[config.mk]
export PLATFORM = sky130hd
export DESIGN_NAME = buff_slot_scheduler
export DESIGN_NICKNAME = d
export VERILOG_FILES = /design/src/rtl/buff_pkg.sv /design/src/rtl/buff_slot.sv /design/src/rtl/buff_slot_scheduler.sv
export SDC_FILE = /design/constraint.sdc
export NUM_CORES = 1
export LEC_CHECK = 0
export CORE_ASPECT_RATIO = 0.8
export CORE_MARGIN = 2
export CORE_UTILIZATION = 55
export DETAILED_ROUTE_END_ITERATION = 8
export DONT_BUFFER_PORTS = 1
export GPL_TIMING_DRIVEN = 0
export PLACE_DENSITY = 0.81
export SYNTH_ARGS = -nofsm -noshare
export SYNTH_HDL_FRONTEND = slang
export SYNTH_SLANG_ARGS = --single-unit
[constraint.sdc]
create_clock -name clk -period 2.11 [get_ports clk]
set_input_delay 0.633 -clock clk [delete_from_list [all_inputs] [get_ports clk]]
set_output_delay 0.633 -clock clk [all_outputs]
set_load 0.02 [all_outputs]
[src/rtl/buff_pkg.sv]
// Shared types and helpers for the buff slot scheduler.
// Optional blink behaviour is selected with the BUFF_BLINK_EN macro.
package buff_pkg;

  typedef enum logic [1:0] {
    SHIELD = 2'd0,
    SPEED  = 2'd1,
    FIRE   = 2'd2,
    LIFE   = 2'd3
  } buff_type_t;

  typedef enum logic [1:0] {
    FREE   = 2'd0,
    ACTIVE = 2'd1,
    BLINK  = 2'd2
  } slot_state_t;

  localparam int unsigned NUM_BUFF_SLOTS = 4;
  localparam int unsigned SLOT_IDX_W     = $clog2(NUM_BUFF_SLOTS);

  function automatic logic [NUM_BUFF_SLOTS-1:0] lowest_onehot(
    input logic [NUM_BUFF_SLOTS-1:0] v
  );
    return v & (~v + NUM_BUFF_SLOTS'(1));
  endfunction

  function automatic logic [SLOT_IDX_W-1:0] onehot_idx(
    input logic [NUM_BUFF_SLOTS-1:0] v
  );
    logic [SLOT_IDX_W-1:0] idx;
    idx = '0;
    for (int unsigned i = 0; i < NUM_BUFF_SLOTS; i++) begin
      if (v[i]) idx = SLOT_IDX_W'(i);
    end
    return idx;
  endfunction

endpackage

[src/rtl/buff_slot.sv]
// One buff slot: FREE/ACTIVE/BLINK state, remaining-frame counter and type.
// BLINK is only reachable when BUFF_BLINK_EN is defined.
module buff_slot
  import buff_pkg::*;
#(
  parameter int unsigned LIFETIME_FRAMES = 600
`ifdef BUFF_BLINK_EN
  , parameter int unsigned BLINK_FRAMES  = 120
`endif
) (
  input  logic       clk,
  input  logic       resetN,
  input  logic       load,
  input  buff_type_t loadType,
  input  logic       retire,
  input  logic       frameTick,
  output logic       active,
  output logic       blinking,
  output buff_type_t buffType
);

  localparam int unsigned CNT_W = $clog2(LIFETIME_FRAMES + 1);
  localparam logic [CNT_W-1:0] LIFE_C = CNT_W'(LIFETIME_FRAMES);
`ifdef BUFF_BLINK_EN
  localparam logic [CNT_W-1:0] BLINK_C = CNT_W'(BLINK_FRAMES);
`endif

  slot_state_t      state_q, state_d;
  logic [CNT_W-1:0] cnt_q, cnt_d;
  buff_type_t       type_q, type_d;

  always_comb begin
    state_d = state_q;
    cnt_d   = cnt_q;
    type_d  = type_q;
    case (state_q)
      FREE: begin
        if (load) begin
          state_d = ACTIVE;
          cnt_d   = LIFE_C;
          type_d  = loadType;
        end
      end
      ACTIVE, BLINK: begin
        // Pickup takes precedence over expiry on the same frame tick.
        if (retire) begin
          state_d = FREE;
          cnt_d   = '0;
        end else if (frameTick) begin
          if (cnt_q == '0) begin
            state_d = FREE;
          end else begin
            cnt_d = cnt_q - CNT_W'(1);
`ifdef BUFF_BLINK_EN
            if (state_q == ACTIVE && cnt_d <= BLINK_C) state_d = BLINK;
`endif
          end
        end
      end
      default: state_d = FREE;
    endcase
  end

  always_ff @(posedge clk or negedge resetN) begin
    if (!resetN) begin
      state_q <= FREE;
      cnt_q   <= '0;
      type_q  <= SHIELD;
    end else begin
      state_q <= state_d;
      cnt_q   <= cnt_d;
      type_q  <= type_d;
    end
  end

  assign active   = (state_q != FREE);
  assign blinking = (state_q == BLINK);
  assign buffType = type_q;

endmodule

[src/rtl/buff_slot_scheduler.sv]
// Buff slot scheduler: spawn allocation, pickup arbitration and blink timing
// for four buff slots. Define BUFF_BLINK_EN to enable the near-expiry blink.
module buff_slot_scheduler
  import buff_pkg::*;
#(
  parameter int unsigned LIFETIME_FRAMES = 600,
  parameter int unsigned BLINK_FRAMES    = 120,
  parameter int unsigned BLINK_PERIOD    = 8
) (
  input  logic       clk,
  input  logic       resetN,
  input  logic       startOfFrame,
  input  logic       spawnReq,
  input  logic [1:0] spawnType,
  output logic       spawnAck,
  output logic [1:0] spawnSlot,
  input  logic [3:0] tank1Collide,
  input  logic [3:0] tank2Collide,
  output logic [3:0] slotActive,
  output logic [7:0] slotType,
  output logic [3:0] drawEnable,
  output logic       tank1BuffValid,
  output logic       tank2BuffValid,
  output logic [1:0] tank1BuffType,
  output logic [1:0] tank2BuffType
);

  localparam int unsigned N = NUM_BUFF_SLOTS;

  if (LIFETIME_FRAMES < 2 || BLINK_FRAMES >= LIFETIME_FRAMES || BLINK_PERIOD < 1) begin : g_param_check
    $error("buff_slot_scheduler: invalid LIFETIME_FRAMES/BLINK_FRAMES/BLINK_PERIOD");
  end

  logic [N-1:0] slot_active, slot_blink;
  logic [N-1:0] load_vec, retire_vec;
  logic [N-1:0] t1_sel, t2_sel;
  buff_type_t   slot_type [N];

  logic                  spawn_ack_q, spawn_ack_d;
  logic [SLOT_IDX_W-1:0] spawn_slot_q, spawn_slot_d;
  logic                  t1_valid_q, t1_valid_d, t2_valid_q, t2_valid_d;
  buff_type_t            t1_type_q, t1_type_d, t2_type_q, t2_type_d;

  always_comb begin
    load_vec = spawnReq ? lowest_onehot(~slot_active) : '0;
    t1_sel   = lowest_onehot(tank1Collide & slot_active);
    // Tank 2 only loses the slot tank 1 actually takes this cycle.
    t2_sel     = lowest_onehot(tank2Collide & slot_active & ~t1_sel);
    retire_vec = t1_sel | t2_sel;

    spawn_ack_d  = (load_vec != '0);
    spawn_slot_d = spawn_ack_d ? onehot_idx(load_vec) : spawn_slot_q;
    t1_valid_d   = (t1_sel != '0);
    t1_type_d    = t1_valid_d ? slot_type[onehot_idx(t1_sel)] : t1_type_q;
    t2_valid_d   = (t2_sel != '0);
    t2_type_d    = t2_valid_d ? slot_type[onehot_idx(t2_sel)] : t2_type_q;
  end

  always_ff @(posedge clk or negedge resetN) begin
    if (!resetN) begin
      spawn_ack_q  <= 1'b0;
      spawn_slot_q <= '0;
      t1_valid_q   <= 1'b0;
      t1_type_q    <= SHIELD;
      t2_valid_q   <= 1'b0;
      t2_type_q    <= SHIELD;
    end else begin
      spawn_ack_q  <= spawn_ack_d;
      spawn_slot_q <= spawn_slot_d;
      t1_valid_q   <= t1_valid_d;
      t1_type_q    <= t1_type_d;
      t2_valid_q   <= t2_valid_d;
      t2_type_q    <= t2_type_d;
    end
  end

  for (genvar i = 0; i < N; i++) begin : g_slot
    buff_slot #(
      .LIFETIME_FRAMES(LIFETIME_FRAMES)
`ifdef BUFF_BLINK_EN
      , .BLINK_FRAMES(BLINK_FRAMES)
`endif
    ) u_slot (
      .clk      (clk),
      .resetN   (resetN),
      .load     (load_vec[i]),
      .loadType (buff_type_t'(spawnType)),
      .retire   (retire_vec[i]),
      .frameTick(startOfFrame),
      .active   (slot_active[i]),
      .blinking (slot_blink[i]),
      .buffType (slot_type[i])
    );
    assign slotType[2*i+1:2*i] = slot_type[i];
  end

`ifdef BUFF_BLINK_EN
  localparam int unsigned BW = (BLINK_PERIOD > 1) ? $clog2(BLINK_PERIOD) : 1;

  logic [BW-1:0] blink_cnt_q, blink_cnt_d;
  logic          blink_phase_q, blink_phase_d;

  always_comb begin
    blink_cnt_d   = blink_cnt_q;
    blink_phase_d = blink_phase_q;
    if (startOfFrame) begin
      if (blink_cnt_q == BW'(BLINK_PERIOD - 1)) begin
        blink_cnt_d   = '0;
        blink_phase_d = ~blink_phase_q;
      end else begin
        blink_cnt_d = blink_cnt_q + BW'(1);
      end
    end
  end

  always_ff @(posedge clk or negedge resetN) begin
    if (!resetN) begin
      blink_cnt_q   <= '0;
      blink_phase_q <= 1'b1;
    end else begin
      blink_cnt_q   <= blink_cnt_d;
      blink_phase_q <= blink_phase_d;
    end
  end

  assign drawEnable = slot_active & (~slot_blink | {N{blink_phase_q}});
`else
  assign drawEnable = slot_active & ~slot_blink;
`endif

  assign spawnAck       = spawn_ack_q;
  assign spawnSlot      = spawn_slot_q;
  assign slotActive     = slot_active;
  assign tank1BuffValid = t1_valid_q;
  assign tank1BuffType  = t1_type_q;
  assign tank2BuffValid = t2_valid_q;
  assign tank2BuffType  = t2_type_q;

endmodule

==> results of run 1 <==
-- logic make-up after synthesis --
logic type	after synthesis	synth area share (%)
simple gates	147	22.7
fa+ha+maj	4	1.37
flops	61	41.8
xor+xnor	5	1.20
compound gates	114	22.0
buf+inv	43	5.93
mux	17	5.07
-- layout make-up --
cell class / instances / area share [%]
plain buffers: 24 / 3.69
clock buffers: 12 / 3.57
clock inverters: 3 / 1.04
inverters: 18 / 1.55
multi-input cells: 287 / 48.0
flip-flops and latches: 61 / 35.2
well taps: 84 / 2.42
repair buffers: 23 / 4.55
-- stage by stage --
step	power [mW]	cells	hold WS [ps]	cell area, µm²
detailed placement	3.62	475	340	3800
floorplan	3.26	391	337	3700
CTS	4.86	502	153	4160
global route	5.47	512	158	4350
finish	5.14	512	120	4350
global placement	3.55	475	340	3800
-- layer usage --
metal | vias up | wire, µm
met3 | 15 | 649
met2 | 107 | 4340
li1 | 1538 | -
met1 | 1626 | 4120
met5 | - | 0
met4 | 0 | 123
-- state kept, by name, summed over array words and instances, names as in the netlist --
register	flops
tank1BuffType	2
tank2BuffValid	1
spawnSlot	2
spawnAck	1
g_slot.u_slot.buffType	8
g_slot.u_slot.cnt_q	40
tank1BuffValid	1
g_slot.u_slot.state_q	4
tank2BuffType	2
-- what timing repair did --
| item | CTS | global route |
|---|---|---|
| setup endpoints to repair | 29 | 39 |
| hold buffers | 1 | 0 |
| cloned | 1 | 0 |
| gates resized for setup | 12 | 36 |
| hold endpoints to repair | 61 | 0 |
| setup buffers | 10 | 11 |
| pin swaps | 8 | 13 |
-- synth_stat cells, drive strengths merged, types with 7 or more instances --
master | instances | area share, %
mux2 | 12 | 3.7
a31oi | 10 | 1.7
a22o | 7 | 1.7
nand2 | 29 | 3.0
o21ai | 26 | 3.6
buf | 19 | 3.5
dfrtp | 61 | 42
nor2 | 33 | 3.4
or3 | 7 | 1.4
nor3 | 18 | 2.6
inv | 18 | 1.8
nand3 | 15 | 2.1
a21oi | 18 | 2.5
-- power by group --
part / switching, mW / leakage [nW] / internal (mW) / total, mW
registers: 0.585 / 0.760 / 1.53 / 2.12
logic: 1.01 / 0.991 / 0.936 / 1.95
clock network: 0.472 / 0.0947 / 0.604 / 1.08
-- worst reg2reg max path, stage by stage (launching register included) --
cell	delay (ps)
dfrtp_1	420
or4_1	600
or3_4	420
o22ai_4	250
buf_6	180
nor3_2	40
a21o_1	160
-- worst paths after layout --
path,cells after the start,start,end,slack [ps]
max in group asynchronous,1,resetN,g_slot[0].u_slot.state_q[0],1670
hold / removal,1,resetN,g_slot[1].u_slot.cnt_q[5],120
min in group clk,1,spawnType[0],g_slot[1].u_slot.buffType[0],430
setup reg to reg,6,g_slot[1].u_slot.cnt_q[7],g_slot[1].u_slot.cnt_q[0],-60
hold reg to reg,1,g_slot[2].u_slot.cnt_q[6],g_slot[2].u_slot.cnt_q[6],520
setup / recovery,6,g_slot[1].u_slot.cnt_q[7],g_slot[1].u_slot.cnt_q[0],-60
==> results.json, run 1 <==
{
  "ys.flop_type": "dfrtp_1",
  "cts_sinks": 61,
  "cp_max_fo": 7,
  "p_leak_nw": 1.85,
  "hold_viol_final": 0,
  "drtIter0Drc": 189,
  "place.gp.congestion": 0.918,
  "fin_nets": 442,
  "synth.net_count": 409,
  "period_minus_slack_ps": 2170,
  "avgRoutedWirePerCell_um": 18.0,
  "syn_area_um2": 3650,
  "grt_pass1_vias": 3072,
  "wl_mm": 9.23,
  "status": "complete, but fails checks",
  "grt.total_usage_pct": 25.9,
  "clk_latency_ps": 350,
  "max_freq_ghz": 0.461,
  "ant_nets": 0,
  "synthCells": 391,
  "core_area_um2": 6410,
  "use_met1_pct": 35.6,
  "rows": 26,
  "yosys_register_bits": 61,
  "setup_viol": 7,
  "critical_path.top_delay_family": "simple AND/OR/NAND/NOR gates",
  "final_common_cell": "dfrtp_1",
  "portBuffers": 0,
  "end_kind": "flop",
  "firstDrtPassIters": 4,
  "drive_gt1_share_pct": 26.4,
  "synth.distinct_cells": 68,
  "critPathBufInv": 1,
  "startpoint_type": "flop",
  "layout_common_cells": "dfrtp_1 (59), nor2_1 (32), buf_4 (31)",
  "arrival_ps": 2410,
  "grt_start_max_net_pins": 62,
  "cp_slowest_stage_delay_ps": 600,
  "cts_tree": "done",
  "syn_area_per_cell_um2": 9.34,
  "rsz0062_at_grt": "true",
  "worstPathCellList": "or4_1 -> or3_4 -> o22ai_4 -> buf_6 -> nor3_2 -> a21o_1",
  "regArea_um2": 1530,
  "slew_headroom_pct": 61.8,
  "vias": 3286,
  "failed_checks": "setup timing",
  "place_hpwl_mm": 6.03,
  "cts-buffers-inserted": 9,
  "synth_edf_count": 0,
  "fin_crit_sh_pct": 103,
  "die_width_um": 95.1,
  "area_delta_synth_final_pct": 19.0,
  "grt_pass1_wl_mm": 15.0,
  "use_met3_pct": 8.15,
  "multi_input_area_um2": 2090,
  "critical_path.slowest_cell": "or4_1",
  "start_util_pct": 57.0,
  "root_buffer": "clkbuf_8",
  "slew_violations": 0,
  "power.density_nw_per_um2": 1180,
  "fin_util_pct": 67.8,
  "critical_path_required_ps": 2350,
  "pre_cts_slack_ps": -350,
  "ys_seq_area_share_pct": 41.8,
  "maxCapViolCount": 0,
  "grt_use_met2_pct": 38.8,
  "synth-async-reset-ratio_pct": 100,
  "yosysWarnings": 0,
  "path_clk_slew_ps": 70,
  "drt-vias-per-instance": 6.42,
  "n_fill_cell": 497,
  "worstSetupPathType": "reg2reg",
  "finClkSkew_ps": 10.9,
  "n_antenna_cell": 0,
  "worst_slew_pin_slew_ps": 571,
  "hp-class": "in2async",
  "clk_path_buf_depth": 2,
  "tns_ps": -180,
  "die_area_um2": 7310,
  "antenna_found_initial": 0,
  "setup_ws_ps": -58.7,
  "busiest_layer": "met2",
  "die_h_um": 76.9,
  "ios": 39,
  "ir_drop_mv": 0.782,
  "drc_errors": 0,
  "htreeDepth": 3,
  "overflow": 0
}
Power figures use the tool's default switching activity.
==> inputs of run 2 (changes only) <==
- CAP_MARGIN: unset -> 25
- GPL_ROUTABILITY_DRIVEN: unset -> 0
- TNS_END_PERCENT: unset -> 50
==> run 2 against run 1 <==
Effect of this change: the flow still finishes with violations (setup timing); non-clock buffer count rose by 1; routed wire length increased by 2.2%; combinational power is 3% lower; count of clock-buffer cells in the layout shrank 1; die area did not move; critical path depth increased by 3; highest routed layer unchanged.
==> results.json, run 2 (synthesis gave the netlist of run 1 again) <==
{
  "place_area_um2": 3800,
  "finClkSkew_ps": 7.61,
  "drtIter0Drc": 223,
  "drt-vias-per-instance": 6.44,
  "die_area_um2": 7310,
  "power.density_nw_per_um2": 1170,
  "cts_tree": "done",
  "grt_start_max_net_pins": 62,
  "firstDrtPassIters": 5,
  "ant_nets": 0,
  "p_leak_nw": 1.85,
  "clk_latency_ps": 350,
  "slew_violations": 0,
  "setup_viol": 10,
  "hp-class": "in2async",
  "max_freq_ghz": 0.448,
  "end_kind": "flop",
  "tns_ps": -897,
  "n_antenna_cell": 0,
  "layout_common_cells": "dfrtp_1 (60), nor2_1 (32), buf_4 (30)",
  "start_util_pct": 57.0,
  "placedCellCount": 475,
  "arrival_ps": 2480,
  "portBuffers": 0,
  "vias": 3310,
  "cp_max_fo": 6,
  "grt_pass1_wl_mm": 15.8,
  "overflow": 0,
  "rows": 26,
  "total_power_mw": 5.10,
  "ios": 39,
  "core_area_um2": 6410,
  "grt_pass1_vias": 3161,
  "maxCapViolCount": 0,
  "worst_slew_pin_slew_ps": 638,
  "antenna_found_initial": 0,
  "critical_path_required_ps": 2350,
  "grt.total_usage_pct": 27.9,
  "rsz0062_at_grt": "true",
  "htreeDepth": 3,
  "cts-buffers-inserted": 9,
  "drive_gt1_share_pct": 26.3,
  "area_delta_synth_final_pct": 19.2,
  "root_buffer": "clkbuf_8",
  "setup_ws_ps": -124,
  "hold_viol_final": 0,
  "critPathBufInv": 3,
  "finalInstanceArea_um2": 4350,
  "period_minus_slack_ps": 2230,
  "status": "complete, but fails checks",
  "die_h_um": 76.9,
  "wl_mm": 9.43,
  "fin_nets": 443,
  "critical_path.top_delay_family": "simple AND/OR/NAND/NOR gates",
  "clk_path_buf_depth": 2,
  "worstSetupPathType": "reg2reg",
  "critical_path.slowest_cell": "or4b_4",
  "slew_headroom_pct": 57.3,
  "path_clk_slew_ps": 70,
  "fin_util_pct": 67.9,
  "startpoint_type": "flop",
  "place_hpwl_mm": 6.15,
  "layoutNonFillerInstCount": 514,
  "drc_errors": 0,
  "avgRoutedWirePerCell_um": 18.4,
  "ir_drop_mv": 0.834,
  "cts_sinks": 61,
  "die_width_um": 95.1,
  "largest_register_ffs": 40,
  "regMostFlops": "g_slot.u_slot.cnt_q",
  "cp_slowest_stage_delay_ps": 470,
  "final_common_cell": "dfrtp_1",
  "worstPathCellList": "inv_2 -> ha_4 -> or4b_4 -> or3_4 -> o22ai_4 -> buf_6 -> buf_6 -> or3_4 -> a21oi_2",
  "failed_checks": "setup timing",
  "fin_crit_sh_pct": 106
}
run 2: where the power goes:
group	internal (mW)	switching (mW)
Combinational	0.884	1.01
Clock	0.609	0.496
Sequential	1.53	0.567
run 2: area by class of cell:
type                       instances  area [µm²]
timing repair buffer              23         204
sequential                        61        1530
tap                               84         105
multi-input combinational        287        2070
fill                             456        2060
inverter                          18        67.6
clock inverter                     5        58.8
clock buffer                      11         151
buffer                            25         169
run 2: per-layer routing:
layer | GRT usage [%] | vias to the layer above | part of all wire, %
met1 | 38.5 | 1594 | 42
met4 | 9.57 | 0 | 2.0
met5 | 0 | - | 0
met2 | 41.5 | 161 | 46
met3 | 8.74 | 23 | 9.5
li1 | - | 1532 | -
run 2: path summary, 6_finish.rpt:
check / startpoint / to / slack, ps / cells after the start
setup / recovery: g_slot[1].u_slot.cnt_q[1] / g_slot[1].u_slot.cnt_q[7] / -120 / 9
hold / removal: resetN / g_slot[1].u_slot.cnt_q[4] / 130 / 1
setup reg to reg: g_slot[1].u_slot.cnt_q[1] / g_slot[1].u_slot.cnt_q[7] / -120 / 9
hold reg to reg: g_slot[2].u_slot.cnt_q[9] / g_slot[2].u_slot.cnt_q[9] / 510 / 1
max in group asynchronous: resetN / g_slot[0].u_slot.state_q[0] / 1670 / 1
min in group clk: spawnType[0] / g_slot[1].u_slot.buffType[0] / 420 / 1
run 2: what timing repair did:
item	in CTS	in global routing
buffers inserted	13	8
setup endpoints to repair	29	37
pin swaps	7	13
endpoints found under the hold margin	61	0
hold buffers	1	0
cloned	1	0
resized for setup	13	32
run 2: stage by stage:
stage | hold slack, ps | setup slack (ps)
floorplan | 337 | -13.5
global placement | 340 | -311
detailed placement | 339 | -324
CTS | 151 | -25.7
global route | 146 | -222
finish | 125 | -124
==> inputs of run 3 (changes only) <==
- ABC_AREA: unset -> 1
- SETUP_SLACK_MARGIN: unset -> 0.15
- SYNTH_HIERARCHICAL: unset -> 1
==> run 3 against run 2 <==
Effect of this change: the flow finishes with violations (hold timing); register-to-register slack improved by 330 ps; synthesized cell count rose by 43%; via count up 6.0%; count of clock-buffer cells in the layout decreased by 1; combinational power grew 74%; sequential share of layout area is 0.13 points lower; clock power decreased by 5%; sequential power grew 20%; worst hold slack worse by 150 ps; non-clock buffer count decreased by 27; final area rose by 0.63%.
==> results.json, run 3 <==
{
  "root_buffer": "clkbuf_8",
  "grt_start_max_net_pins": 62,
  "ys.flop_type": "dfrtp_1",
  "busiest_layer": "met2",
  "ir_drop_mv": 1.04,
  "arrival_ps": 1290,
  "cts_tree": "done",
  "ant_nets": 0,
  "grt_pass1_vias": 3132,
  "synth.net_count": 577,
  "htreeDepth": 3,
  "yosys_register_bits": 61,
  "yosysMostFrequentCell": "nand2_1",
  "rr_worst_depth": 13,
  "drt-vias-per-instance": 5.23,
  "worstSetupPathType": "reg2out",
  "fin_crit_sh_pct": 91.3,
  "start_util_pct": 56.9,
  "rows": 27,
  "fin_util_pct": 63.3,
  "failed_checks": "hold timing",
  "synth.distinct_cells": 34,
  "path_clk_slew_ps": 70,
  "p_leak_nw": 2.34,
  "end_kind": "output pin",
  "rsz0062_at_grt": "true",
  "die_h_um": 79.7,
  "critical_path_required_ps": 1480,
  "slew_violations": 0,
  "area_delta_synth_final_pct": 11.2,
  "synth_edf_count": 0,
  "reg2reg_to": "g_slot[2].u_slot/cnt_q[3]",
  "largest_register_ffs": 40,
  "avgRoutedWirePerCell_um": 13.4,
  "synthCells": 559,
  "synth_commonest_cells": "nand2_1 (143), inv_1 (93), nor2_1 (66), dfrtp_1 (61), nand3_1 (37)",
  "use_met1_pct": 29.4,
  "cts-buffers-inserted": 9,
  "clk_latency_ps": 340,
  "period_minus_slack_ps": 1930,
  "yosysWarnings": 6,
  "wl_mm": 9.01,
  "finClkSkew_ps": 6.57,
  "final_common_cell": "nand2_1",
  "fin_nets": 597,
  "regMostFlops": "g_slot.u_slot/cnt_q",
  "synth_top_area_share_pct": 38.8,
  "clk_path_buf_depth": 2,
  "portBuffers": 0,
  "setup_ws_ps": 184,
  "pre_cts_slack_ps": -25.8,
  "die_area_um2": 7860,
  "r2r_setup_slack_ps": 210,
  "max_freq_ghz": 0.519,
  "die_width_um": 98.6,
  "firstDrtPassIters": 5,
  "maxCapViolCount": 0,
  "status": "complete, but fails checks",
  "place_hpwl_mm": 6.37,
  "cp_max_fo": 7,
  "antenna_found_initial": 0,
  "overflow": 0,
  "core_area_um2": 6930,
  "drive_gt1_share_pct": 16.4,
  "grt_pass1_wl_mm": 14.5,
  "yosysTopAreaCell": "dfrtp_1",
  "n_antenna_cell": 0,
  "startpoint_type": "flop",
  "rr_startpoint": "g_slot[2].u_slot/state_q[0]",
  "cts_sinks": 61,
  "use_met3_pct": 10.3,
  "grt.total_usage_pct": 23.4,
  "syn_area_per_cell_um2": 7.04,
  "synthTopCellsByArea": "dfrtp_1 (39%), nand2_1 (14%), inv_1 (8.9%)",
  "drtIter0Drc": 185,
  "ys_seq_area_share_pct": 38.8,
  "grt_use_met2_pct": 36.7,
  "vias": 3508,
  "setup_viol": 0,
  "hp-class": "in2async",
  "holdWs_ps": -24.0,
  "synth-async-reset-ratio_pct": 100,
  "syn_area_um2": 3940,
  "ios": 39,
  "power.density_nw_per_um2": 1560,
  "drc_errors": 0,
  "layout_common_cells": "nand2_1 (137), inv_1 (90), nor2_1 (65)",
  "hold_viol_final": 61
}
==> run 3: final cells by class <==
| cell class | instances | area (µm²) |
|---|---|---|
| fill | 574 | 2540 |
| clock inverter | 6 | 62.6 |
| multi-input combinational | 388 | 2010 |
| inverter | 98 | 370 |
| buffer | 12 | 95.1 |
| sequential | 61 | 1530 |
| clock buffer | 10 | 138 |
| tap | 87 | 109 |
| timing repair buffer | 9 | 65.1 |
==> run 3: worst max path at each step <==
stage               cells after the start                   startpoint  slack, ps                   endpoint
CTS                                    14  g_slot[0].u_slot/state_q[0]        130  g_slot[2].u_slot/cnt_q[2]
floorplan                              13              tank1Collide[0]        260  g_slot[2].u_slot/cnt_q[6]
finish                                  2  g_slot[2].u_slot/state_q[0]        180              drawEnable[2]
global placement                       14              tank1Collide[0]         50  g_slot[2].u_slot/cnt_q[7]
detailed placement                     14              tank1Collide[0]        -30  g_slot[2].u_slot/cnt_q[2]
global route                           12  g_slot[1].u_slot/state_q[0]         90  g_slot[2].u_slot/cnt_q[1]
==> run 3: power breakdown <==
group | leakage (nW) | internal [mW] | switching [mW]
Sequential | 0.756 | 1.69 | 0.837
Combinational | 1.49 | 1.26 | 2.02
Clock | 0.0943 | 0.572 | 0.476
Total | 2.34 | 3.52 | 3.33
==> run 3: metal layers <==
| layer | wire (µm) | share of wire [%] |
|---|---|---|
| met3 | 795 | 8.8 |
| met4 | 119 | 1.3 |
| met1 | 3930 | 44 |
| met2 | 4170 | 46 |
| met5 | 0 | 0 |
==> run 3: logic make-up (layout without fill, tap and decap cells) <==
kind of cell / count (synthesis) / count (layout) / synth area share [%]
flops: 61 / 61 / 38.8
simple gates: 286 / 286 / 32.3
compound gates: 70 / 70 / 9.69
fa+ha+maj: 4 / 4 / 1.27
mux: 8 / 8 / 2.29
other cells: 4 / 4 / 0.381
buf+inv: 110 / 135 / 11.8
xor+xnor: 16 / 16 / 3.56
==> run 3: worst max-delay path, cell delays in order (launching register included) <==
cell	delay (ps)
dfrtp_2	500
inv_1	130
nor2_1	320
==> run 3: repair_timing <==
item / CTS / global route
setup endpoints to repair: 29 / 29
cloned: 0 / 1
endpoints found under the hold margin: 61 / 61
pin swaps: 0 / 7
resized for setup: 6 / 18
setup buffers: 0 / 8
==> run 3: metrics by stage <==
stage	TNS (ps)	hold slack, ps	power (mW)	std cells	instance area, µm²
floorplan	0	337	4.92	559	3940
global placement	0	340	5.43	646	4050
detailed placement	-26.2	340	5.60	646	4050
CTS	0	-37.3	6.71	662	4250
global route	0	-50.4	7.46	671	4380
finish	0	-24.0	6.85	671	4380
